$ cat config.mk
export PLATFORM = sky130hd
export DESIGN_NAME = mem_handshake_ctrl
export DESIGN_NICKNAME = d
export VERILOG_FILES = /design/src/rtl/mem_handshake_ctrl_pkg.sv /design/src/rtl/mem_handshake_ctrl_wait.sv /design/src/rtl/mem_handshake_ctrl.sv
export SDC_FILE = /design/constraint.sdc
export NUM_CORES = 1
export LEC_CHECK = 0
export CAP_MARGIN = 10
export CORE_MARGIN = 2
export CORE_UTILIZATION = 50
export CTS_CLUSTER_SIZE = 12
export DETAILED_ROUTE_END_ITERATION = 8
export GPL_TIMING_DRIVEN = 1
export PLACE_DENSITY = 0.77
export REMOVE_ABC_BUFFERS = 1
export SYNTH_ARGS = -nofsm -noshare
export SYNTH_HDL_FRONTEND = slang
export SYNTH_SLANG_ARGS = --single-unit
$ cat constraint.sdc
create_clock -name clk -period 4.04 [get_ports clk]
set_input_delay 0.606 -clock clk [delete_from_list [all_inputs] [get_ports clk]]
set_output_delay 0.606 -clock clk [all_outputs]
set_load 0.02 [all_outputs]
$ cat src/rtl/mem_handshake_ctrl_pkg.sv
// mem_handshake_ctrl_pkg
//   Shared definitions for the memory handshake sequencer: transfer size
//   encodings, R/W polarity, FSM state type and small beat helpers.
package mem_handshake_ctrl_pkg;

  localparam logic [1:0] SZ_BYTE = 2'b00;
  localparam logic [1:0] SZ_HALF = 2'b01;
  localparam logic [1:0] SZ_WORD = 2'b10;  // 2'b11 is reserved and handled as a word

  localparam logic RW_READ = 1'b1;

  typedef enum logic [1:0] {
    ST_IDLE,
    ST_ISSUE,
    ST_WAIT,
    ST_DONE
  } state_t;

  // Index of the final beat for a transfer size (beats - 1).
  function automatic logic [1:0] last_beat_of(input logic [1:0] size);
    case (size)
      SZ_BYTE: return 2'd0;
      SZ_HALF: return 2'd1;
      default: return 2'd3;
    endcase
  endfunction

  // Byte lane of a 32-bit word, lane 0 = bits [7:0].
  function automatic logic [7:0] byte_sel(input logic [31:0] word, input logic [1:0] lane);
    case (lane)
      2'd0:    return word[7:0];
      2'd1:    return word[15:8];
      2'd2:    return word[23:16];
      default: return word[31:24];
    endcase
  endfunction

endpackage

$ cat src/rtl/mem_handshake_ctrl_wait.sv
// mem_wait_counter
//   Loadable down-counter used to time the RAM read latency of each beat.
//   Ports:
//     clk, reset      clock, asynchronous active-low reset
//     load, load_val  load the count (takes priority over dec)
//     dec             decrement, saturating at zero
//     zero            count is zero (decoded from the register)
module mem_wait_counter #(
  parameter int W = 3
) (
  input  logic         clk,
  input  logic         reset,
  input  logic         load,
  input  logic [W-1:0] load_val,
  input  logic         dec,
  output logic         zero
);

  logic [W-1:0] count;

  // NOTE: sequential state is assigned with <= so every flop samples the
  // pre-edge values of the others; blocking here would create order races.
  always_ff @(posedge clk or negedge reset) begin
    if (!reset) begin
      count <= '0;
    end else if (load) begin
      count <= load_val;
    end else if (dec && (count != '0)) begin
      count <= count - 1'b1;
    end
  end

  assign zero = (count == '0);

endmodule

$ cat src/rtl/mem_handshake_ctrl.sv
// mem_handshake_ctrl
//   Sequencer between the microprogrammed control unit and a byte-wide
//   synchronous data RAM. A request qualified by mov is split into
//   big-endian byte beats (beat 0 = most significant byte) and completion
//   is returned on moc with a four-phase handshake.
//   Ports:
//     clk, reset        clock, asynchronous active-low reset
//     mov, rw, size     request valid, 1=read/0=write, 00 byte/01 half/1x word
//     addr, wdata       byte address (MAR) and write data (MDR)
//     moc, rdata, busy  completion, read result (zero-extended), not-idle
//     ram_en, ram_we    one-cycle beat strobe and its write enable
//     ram_addr          beat address
//     ram_wdata         beat write byte
//     ram_rdata         read byte, valid WAIT_CYCLES cycles after ram_en
module mem_handshake_ctrl
  import mem_handshake_ctrl_pkg::*;
#(
  parameter int ADDR_W      = 8,
  parameter int WAIT_CYCLES = 1
) (
  input  logic              clk,
  input  logic              reset,
  input  logic              mov,
  input  logic              rw,
  input  logic [1:0]        size,
  input  logic [ADDR_W-1:0] addr,
  input  logic [31:0]       wdata,
  output logic              moc,
  output logic [31:0]       rdata,
  output logic              busy,
  output logic              ram_en,
  output logic              ram_we,
  output logic [ADDR_W-1:0] ram_addr,
  output logic [7:0]        ram_wdata,
  input  logic [7:0]        ram_rdata
);

  state_t            state;
  logic              rw_q;
  logic [1:0]        last_beat_q;
  logic [1:0]        beat_q;
  logic [1:0]        next_beat;
  logic [ADDR_W-1:0] base_q;
  logic [ADDR_W-1:0] aligned_addr;
  logic [31:0]       wdata_q;
  logic [23:0]       asm_q;
  logic              wait_zero;

  // NOTE: every always_comb output gets a default first so no path leaves
  // it unassigned, which would otherwise infer a latch.
  always_comb begin
    aligned_addr = addr;
    if (size == SZ_HALF) begin
      aligned_addr[0] = 1'b0;
    end else if (size != SZ_BYTE) begin
      aligned_addr[1:0] = 2'b00;
    end
  end

  assign next_beat = beat_q + 2'd1;

  // The counter is loaded while in ISSUE with the number of WAIT cycles
  // still to follow the first one, so zero marks the last WAIT cycle.
  mem_wait_counter #(
    .W(3)
  ) u_wait (
    .clk      (clk),
    .reset    (reset),
    .load     (state == ST_ISSUE),
    .load_val (3'(WAIT_CYCLES - 1)),
    .dec      (state == ST_WAIT),
    .zero     (wait_zero)
  );

  // NOTE: the latched request and assembly registers are reset as well so
  // that outputs are deterministic out of reset; they are a few flops only.
  always_ff @(posedge clk or negedge reset) begin
    if (!reset) begin
      state       <= ST_IDLE;
      rw_q        <= RW_READ;
      last_beat_q <= 2'd0;
      beat_q      <= 2'd0;
      base_q      <= '0;
      wdata_q     <= '0;
      asm_q       <= '0;
      moc         <= 1'b0;
      busy        <= 1'b0;
      rdata       <= '0;
      ram_en      <= 1'b0;
      ram_we      <= 1'b0;
      ram_addr    <= '0;
      ram_wdata   <= '0;
    end else begin
      // Beat strobe lasts exactly the ISSUE cycle.
      ram_en <= 1'b0;
      ram_we <= 1'b0;
      case (state)
        ST_IDLE: begin
          if (mov) begin
            rw_q        <= rw;
            last_beat_q <= last_beat_of(size);
            beat_q      <= 2'd0;
            base_q      <= aligned_addr;
            wdata_q     <= wdata;
            asm_q       <= '0;
            busy        <= 1'b1;
            ram_en      <= 1'b1;
            ram_we      <= (rw != RW_READ);
            ram_addr    <= aligned_addr;
            ram_wdata   <= byte_sel(wdata, last_beat_of(size));
            state       <= ST_ISSUE;
          end
        end
        ST_ISSUE: begin
          state <= ST_WAIT;
        end
        ST_WAIT: begin
          if (wait_zero) begin
            if (rw_q == RW_READ) begin
              asm_q <= {asm_q[15:0], ram_rdata};
            end
            if (beat_q == last_beat_q) begin
              // Assembly register starts at zero, giving zero extension.
              if (rw_q == RW_READ) begin
                rdata <= {asm_q, ram_rdata};
              end
              moc   <= 1'b1;
              state <= ST_DONE;
            end else begin
              beat_q    <= next_beat;
              ram_en    <= 1'b1;
              ram_we    <= (rw_q != RW_READ);
              ram_addr  <= base_q + ADDR_W'(next_beat);
              ram_wdata <= byte_sel(wdata_q, last_beat_q - next_beat);
              state     <= ST_ISSUE;
            end
          end
        end
        ST_DONE: begin
          if (!mov) begin
            moc   <= 1'b0;
            busy  <= 1'b0;
            state <= ST_IDLE;
          end
        end
        default: state <= ST_IDLE;
      endcase
    end
  end

endmodule

==> results of run 1 <==
-- metrics by stage --
step                      util [%]  setup WS (ns)  power [mW]
after global placement        62.2           1.35        4.37
after global routing          67.9           1.55        6.42
final                         67.9           1.65        6.03
after floorplan                  -          0.555        3.58
after detailed placement      62.2           1.24        4.46
after CTS                     67.9           1.67        6.08
-- Yosys cell counts, drive strengths merged (3+ instances only) --
cell | n | area, um^2
inv | 9 | 33.8
nor3 | 4 | 20.0
nor2 | 11 | 43.8
o21ai | 51 | 255
nand2b | 4 | 25.0
a21oi | 8 | 40.0
a31oi | 4 | 25.0
mux2i | 26 | 260
nor2b | 3 | 18.8
buf | 11 | 58.8
nand2 | 191 | 717
dfrtp | 125 | 3130
o221ai | 8 | 70.1
xor2 | 4 | 72.6
a2bb2oi | 8 | 70.1
clkbuf | 21 | 78.8
mux2 | 37 | 417
ha | 5 | 62.6
nand3 | 7 | 35.0
xnor2 | 3 | 41.3
o22ai | 3 | 18.8
-- cells by family (layout without fill, tap and decap cells) --
group           after synthesis  after routing
simple gates                228            228
flops                       126            126
compound gates               89             89
mux                          63             63
buf+inv                      41            150
xor+xnor                      7              7
fa+ha+maj                     6              6
-- worst max-delay path: cells and delay by family --
kind,cells,cell delay [ns]
compound gates,2,0.33
buf+inv,1,0.56
simple gates,2,1.16
-- power groups by stage --
stage	registers, mW	logic, mW	clock network, mW
floorplan	2.18	1.41	0
global placement	2.01	2.36	0
detailed placement	2.03	2.43	0
CTS	2.02	2.45	1.60
global route	2.09	2.67	1.67
finish	2.02	2.43	1.58
-- metal layers --
| metal | routed length (um) | part of all wire (%) | up-vias |
|---|---|---|---|
| met2 | 6240 | 50 | 157 |
| met3 | 728 | 5.8 | 20 |
| met4 | 185 | 1.5 | 0 |
| met5 | 0 | 0 | - |
| li1 | - | - | 2087 |
| met1 | 5440 | 43 | 2111 |
-- area by class of cell --
type / count / share of cell area [%]
inverters: 9 / 0.455
repair buffers: 109 / 14.7
multi-input cells: 393 / 31.6
well taps: 140 / 2.36
clock inverters: 12 / 2.12
flip-flops and latches: 126 / 42.5
clock buffers: 20 / 6.29
-- sequential cells by signal (all words and copies together) (netlist names) --
register and count:
beat_q 2, ram_addr 8, ram_we 1, base_q 8
state 2, ram_wdata 8, u_wait.count 3, last_beat_q 2
wdata_q 32, asm_q 24, rdata 32, busy 1
rw_q 1, ram_en 1, moc 1
-- final timing paths --
kind | slack, ns | to | cells past startpoint | start
max in group asynchronous | 2.87 | ram_wdata[6] | 2 | reset
min in group clk | 0.47 | wdata_q[0] | 2 | wdata_q[0]
hold / removal | 0.38 | rdata[11] | 1 | reset
hold reg to reg | 0.47 | wdata_q[0] | 2 | wdata_q[0]
setup / recovery | 1.65 | ram_wdata[1] | 5 | mov
setup reg to reg | 1.79 | ram_wdata[1] | 5 | beat_q[0]
==> flow_metrics.env, run 1 <==
export IMPL_drv_max_cap_violation_count=0
export IMPL_timing_critical_path_fanout_max=59
export IMPL_cts_buffers_inserted=17
export IMPL_layout_drive_gt1_share_pct=12.0
export IMPL_synthesis_instances=560
export IMPL_finalCriticalPeriod_ns=2.39
export IMPL_synth_mux_area_share_pct=12.0
export IMPL_grt_pass1_wl_mm=20.9
export IMPL_slew_headroom_pct=20.4
export IMPL_worst_setup_path_end_kind="register"
export IMPL_maximum_buffer_depth_of_the_clock_tree=2
export IMPL_gpl_final_weighted_congestion=0.823
export IMPL_ir_worst_vdd_v=0.000356
export IMPL_post_route_fraction_of_the_period_consumed_by_the_critical_path_pct=59.2
export IMPL_postCtsResizedCells=0
export IMPL_detailed_place_hpwl_mm=8.11
export IMPL_cts_repair_timing_setup_buffer_count=0
export IMPL_largest_family_of_logic_cells_by_synthesized_area="simple AND/OR/NAND/NOR gates"
export IMPL_global_route_peak_usage_layer="met2"
export IMPL_core_area_um2=10900
export IMPL_fin_skew_ns=0.00526
export IMPL_timing_setup_critical_path_class="in -> reg"
export IMPL_final_hold_worst_slack_ns=0.382
export IMPL_floorplan_die_height_um=110
export IMPL_synth_seq_cells=126
export IMPL_routed_via_count=4375
export IMPL_grt_start_max_net_pins=85
export IMPL_clock_latency_ns=0.41
export IMPL_grt_setup_unrepaired="no"
export IMPL_n_antenna_cell=0
export IMPL_p_sw_share_pct=36.9
export IMPL_final_cell_mix="sky130_fd_sc_hd__nand2_1, sky130_fd_sc_hd__dfrtp_1, sky130_fd_sc_hd__clkdlybuf4s50_1"
export IMPL_post_synth_and_or_nand_nor_area_fraction_pct=16.3
export IMPL_globalRouteMet3Util_pct=6.06
export IMPL_grt_overflow_total=0
export IMPL_floorplan_io_pins=106
export IMPL_detail_route_iter0_violations=251
export IMPL_synth_edf_count=0
export IMPL_net_count_reported_at_finish=716
export IMPL_detail_route_drc_violations=0
export IMPL_timing_critical_path_required_ns=4.30
export IMPL_total_die_area_um2=12200
export IMPL_area_growth_syn_to_layout_pct=31.3
export IMPL_avgSynthCellArea_um2=10.1
export IMPL_finish_instance_area_um2=7420
export IMPL_grt_use_met2_pct=36.8
export IMPL_initial_antenna_violation_count=0
export IMPL_placement_io_buffers=105
export IMPL_setup_viol=0
export IMPL_synth_cell_types=42
export IMPL_synth_xor_area_share_pct=2.01
export IMPL_clkPwrFrac_pct=26.2
export IMPL_critical_path_cell_chain="clkdlybuf4s50_1, or3b_2, nand2_1, a2bb2oi_1, o221ai_1"
export IMPL_cts_tree="built"
export IMPL_floorplan_die_width_um=110
export IMPL_syn_area_um2=5660
export IMPL_worstHoldPathType="in -> async"
export IMPL_detailed_place_area_um2=6800
export IMPL_crit_path_start_kind="input pin"
export IMPL_cp_arrival_ns=2.65
export IMPL_net_switching_power_mw=2.22
export IMPL_power_report_internal_total_mw=3.81
export IMPL_max_incr_delay_on_cp_ns=0.92
export IMPL_cellLeakagePower_nw=3.47
export IMPL_worstMarginPinSlew_ns=1.19
export IMPL_drt_total_wl_mm=12.6
export IMPL_first_global_vias=4446
export IMPL_stdcell_count=809
export IMPL_final_max_slew_viol_count=0
export IMPL_synth_compound_gate_area_share_pct=9.44
export IMPL_start_util_pct=51.7
export IMPL_synth_async_reset_ratio_pct=100
export IMPL_drt_wirelength_per_cell_um=15.6
export IMPL_run_status="finished, final reports clean"
export IMPL_clock_sinks=126
export IMPL_placed_cells_incl_taps=777
export IMPL_via_per_inst=5.41
export IMPL_global_route_usage_met1_pct=28.8
export IMPL_area_taken_by_multi_input_logic_gates_um2=2350
export IMPL_synth_warning_count=0
export IMPL_rows=38
export IMPL_fmax_mhz=418
export IMPL_synth_adder_area_share_pct=1.46
export IMPL_ctsHtreeMaxLevel=4
export IMPL_final_hold_viol_count=0
export IMPL_seq_area_frac_synth_pct=55.8
export IMPL_ys_flop_type="sky130_fd_sc_hd__dfrtp_1"
export IMPL_mostFrequentLayoutCell="sky130_fd_sc_hd__nand2_1"
export IMPL_drt_pass1_iterations=6
export IMPL_tns_ns=0
export IMPL_cts_hold_buffers_added=0
export IMPL_power_sequential_fraction_pct=33.5
export IMPL_power_density_nw_per_um2=813
export IMPL_final_fill_count=870
export IMPL_cpMaxStageDelayCell="sky130_fd_sc_hd__or3b_2"
export IMPL_root_buffer="sky130_fd_sc_hd__clkbuf_16"
export IMPL_final_seq_area_um2=3150
export IMPL_grtUsageTotal_pct=22.6
export IMPL_worst_path_clk_slew_ns=0.06
export IMPL_postRouteAntennaNets=0
export IMPL_pwr_share_comb_pct=40.3
Note: power is estimated with default switching activity, not from simulation.
==> inputs of run 2 (changes only) <==
Clock period 4.04 ns to 2.3 ns, I/O delays scaled along.
==> run 2 against run 1 <==
Critical endpoint is now ram_wdata[4]. Highest routed layer unchanged. Sequential share of layout area fell by 0.62 points. Critical path depth up 1. Largest power group unchanged. Register-to-register slack lost 1.7 ns.
==> flow_metrics.env, run 2 (synthesis results as in run 1) <==
export IMPL_run_status="finished, final reports clean"
export IMPL_mostFrequentLayoutCell="sky130_fd_sc_hd__nand2_1"
export IMPL_fmax_mhz=458
export IMPL_final_max_slew_viol_count=0
export IMPL_n_antenna_cell=0
export IMPL_worst_path_clk_slew_ns=0.05
export IMPL_cpMaxStageDelayCell="sky130_fd_sc_hd__dfrtp_1"
export IMPL_setup_viol=0
export IMPL_gpl_final_weighted_congestion=0.812
export IMPL_detailed_place_area_um2=6950
export IMPL_power_density_nw_per_um2=1410
export IMPL_cellLeakagePower_nw=3.53
export IMPL_via_per_inst=5.42
export IMPL_floorplan_io_pins=106
export IMPL_slew_headroom_pct=52.3
export IMPL_worstHoldPathType="in -> reg"
export IMPL_crit_path_start_kind="register"
export IMPL_power_mw=10.6
export IMPL_ctsHtreeMaxLevel=4
export IMPL_root_buffer="sky130_fd_sc_hd__clkbuf_16"
export IMPL_placed_cells_incl_taps=789
export IMPL_core_area_um2=10900
export IMPL_final_seq_area_um2=3150
export IMPL_final_fill_count=850
export IMPL_critical_path_cell_chain="inv_1, ha_1, xnor2_2, xor2_4, mux2i_1, o221ai_1"
export IMPL_fin_skew_ns=0.00704
export IMPL_timing_setup_critical_path_class="reg -> reg"
export IMPL_worstMarginPinSlew_ns=0.712
export IMPL_grt_start_max_net_pins=51
export IMPL_layout_top_registers="rdata (32), wdata_q (32), asm_q (24)"
export IMPL_timing_critical_path_required_ns=2.57
export IMPL_grt_setup_unrepaired="no"
export IMPL_cts_tree="built"
export IMPL_max_incr_delay_on_cp_ns=0.48
export IMPL_initial_antenna_violation_count=0
export IMPL_drv_max_cap_violation_count=0
export IMPL_grtUsageTotal_pct=22.7
export IMPL_final_hold_viol_count=0
export IMPL_clock_sinks=126
export IMPL_grt_overflow_total=0
export IMPL_postCtsResizedCells=0
export IMPL_routed_via_count=4435
export IMPL_floorplan_die_width_um=110
export IMPL_finish_instance_area_um2=7530
export IMPL_area_taken_by_multi_input_logic_gates_um2=2350
export IMPL_layout_drive_gt1_share_pct=13.0
export IMPL_area_growth_syn_to_layout_pct=33.2
export IMPL_tns_ns=0
export IMPL_postRouteAntennaNets=0
export IMPL_cp_arrival_ns=2.45
export IMPL_ir_worst_vdd_v=0.000763
export IMPL_cts_buffers_inserted=17
export IMPL_detail_route_iter0_violations=238
export IMPL_first_global_vias=4357
export IMPL_timing_critical_path_fanout_max=8
export IMPL_net_count_reported_at_finish=729
export IMPL_drt_pass1_iterations=5
export IMPL_post_route_fraction_of_the_period_consumed_by_the_critical_path_pct=94.8
export IMPL_total_die_area_um2=12200
export IMPL_worst_setup_path_end_kind="register"
export IMPL_fin_util_pct=68.9
export IMPL_grt_pass1_wl_mm=21.0
export IMPL_drt_total_wl_mm=12.7
export IMPL_floorplan_die_height_um=110
export IMPL_clock_latency_ns=0.41
export IMPL_drt_wirelength_per_cell_um=15.6
export IMPL_detailed_place_hpwl_mm=8.71
export IMPL_final_cell_mix="sky130_fd_sc_hd__nand2_1, sky130_fd_sc_hd__dfrtp_1, sky130_fd_sc_hd__clkdlybuf4s50_1"
export IMPL_stdcell_count=819
export IMPL_start_util_pct=51.7
export IMPL_cts_repair_timing_setup_buffer_count=0
export IMPL_detail_route_drc_violations=0
export IMPL_maximum_buffer_depth_of_the_clock_tree=2
export IMPL_rows=38
export IMPL_finalCriticalPeriod_ns=2.18
export IMPL_placement_io_buffers=105
-- run 2: cell count changes in the layout (fill, tap and decap cells not counted) --
cell,previous run,this run
sky130_fd_sc_hd__clkinv_2,3,4
sky130_fd_sc_hd__buf_4,4,11
sky130_fd_sc_hd__clkinvlp_4,0,1
sky130_fd_sc_hd__inv_6,2,0
sky130_fd_sc_hd__buf_12,1,6
sky130_fd_sc_hd__clkbuf_1,0,1
sky130_fd_sc_hd__clkinv_4,4,0
sky130_fd_sc_hd__dlygate4sd3_1,0,1
sky130_fd_sc_hd__clkbuf_8,3,4
sky130_fd_sc_hd__bufinv_16,3,2
-- run 2: critical path: cells and delay by family (launching register included) --
kind	cells	cell delay (ns)
buf+inv	1	0.12
xor+xnor	2	0.73
fa+ha+maj	1	0.23
compound gates	1	0.16
flops	1	0.48
mux	1	0.32
-- run 2: worst paths after layout --
| kind | from | end | slack (ns) | cells past startpoint |
|---|---|---|---|---|
| worst max-delay path | beat_q[0] | ram_wdata[4] | 0.12 | 6 |
| worst min-delay path | wdata[19] | wdata_q[19] | 0.46 | 3 |
| worst max register to register | beat_q[0] | ram_wdata[4] | 0.12 | 6 |
| worst min register to register | asm_q[20] | asm_q[20] | 0.48 | 2 |
| max in group asynchronous | reset | wdata_q[0] | 1.13 | 3 |
| min in group asynchronous | reset | rdata[3] | 0.49 | 2 |
-- run 2: final cells by class --
type	instances	area share (%)
clock buffers	22	6.43
clock inverters	7	1.16
inverters	9	0.448
multi-input cells	393	31.1
flip-flops and latches	126	41.9
well taps	140	2.32
repair buffers	122	16.6
-- run 2: per-layer routing --
metal	part of all wire, %	track usage, %	wire (um)
met4	1.4	7.32	184
met5	0	0	0
met3	6.0	5.94	763
met2	50	38.0	6410
met1	42	29.0	5390
-- run 2: where the power goes --
part / total (mW) / switching, mW / leakage [nW] / internal (mW)
logic: 4.45 / 2.41 / 1.62 / 2.04
clock network: 2.59 / 0.905 / 0.283 / 1.68
registers: 3.59 / 0.571 / 1.63 / 3.02
total: 10.6 / 3.89 / 3.53 / 6.74
-- run 2: per-stage QoR --
| stage | worst slack, ns | hold WS (ns) |
|---|---|---|
| finish | 0.119 | 0.461 |
| CTS | 0.116 | 0.452 |
| global route | 0.0116 | 0.468 |
| detailed placement | 0.107 | 0.398 |
| global placement | 0.184 | 0.392 |
| floorplan | -1.19 | 0.0494 |
-- run 2: what timing repair did --
item,4_1_cts,5_1_grt
setup endpoints to repair,0,0
hold endpoints to repair,41,0
hold buffers,1,0
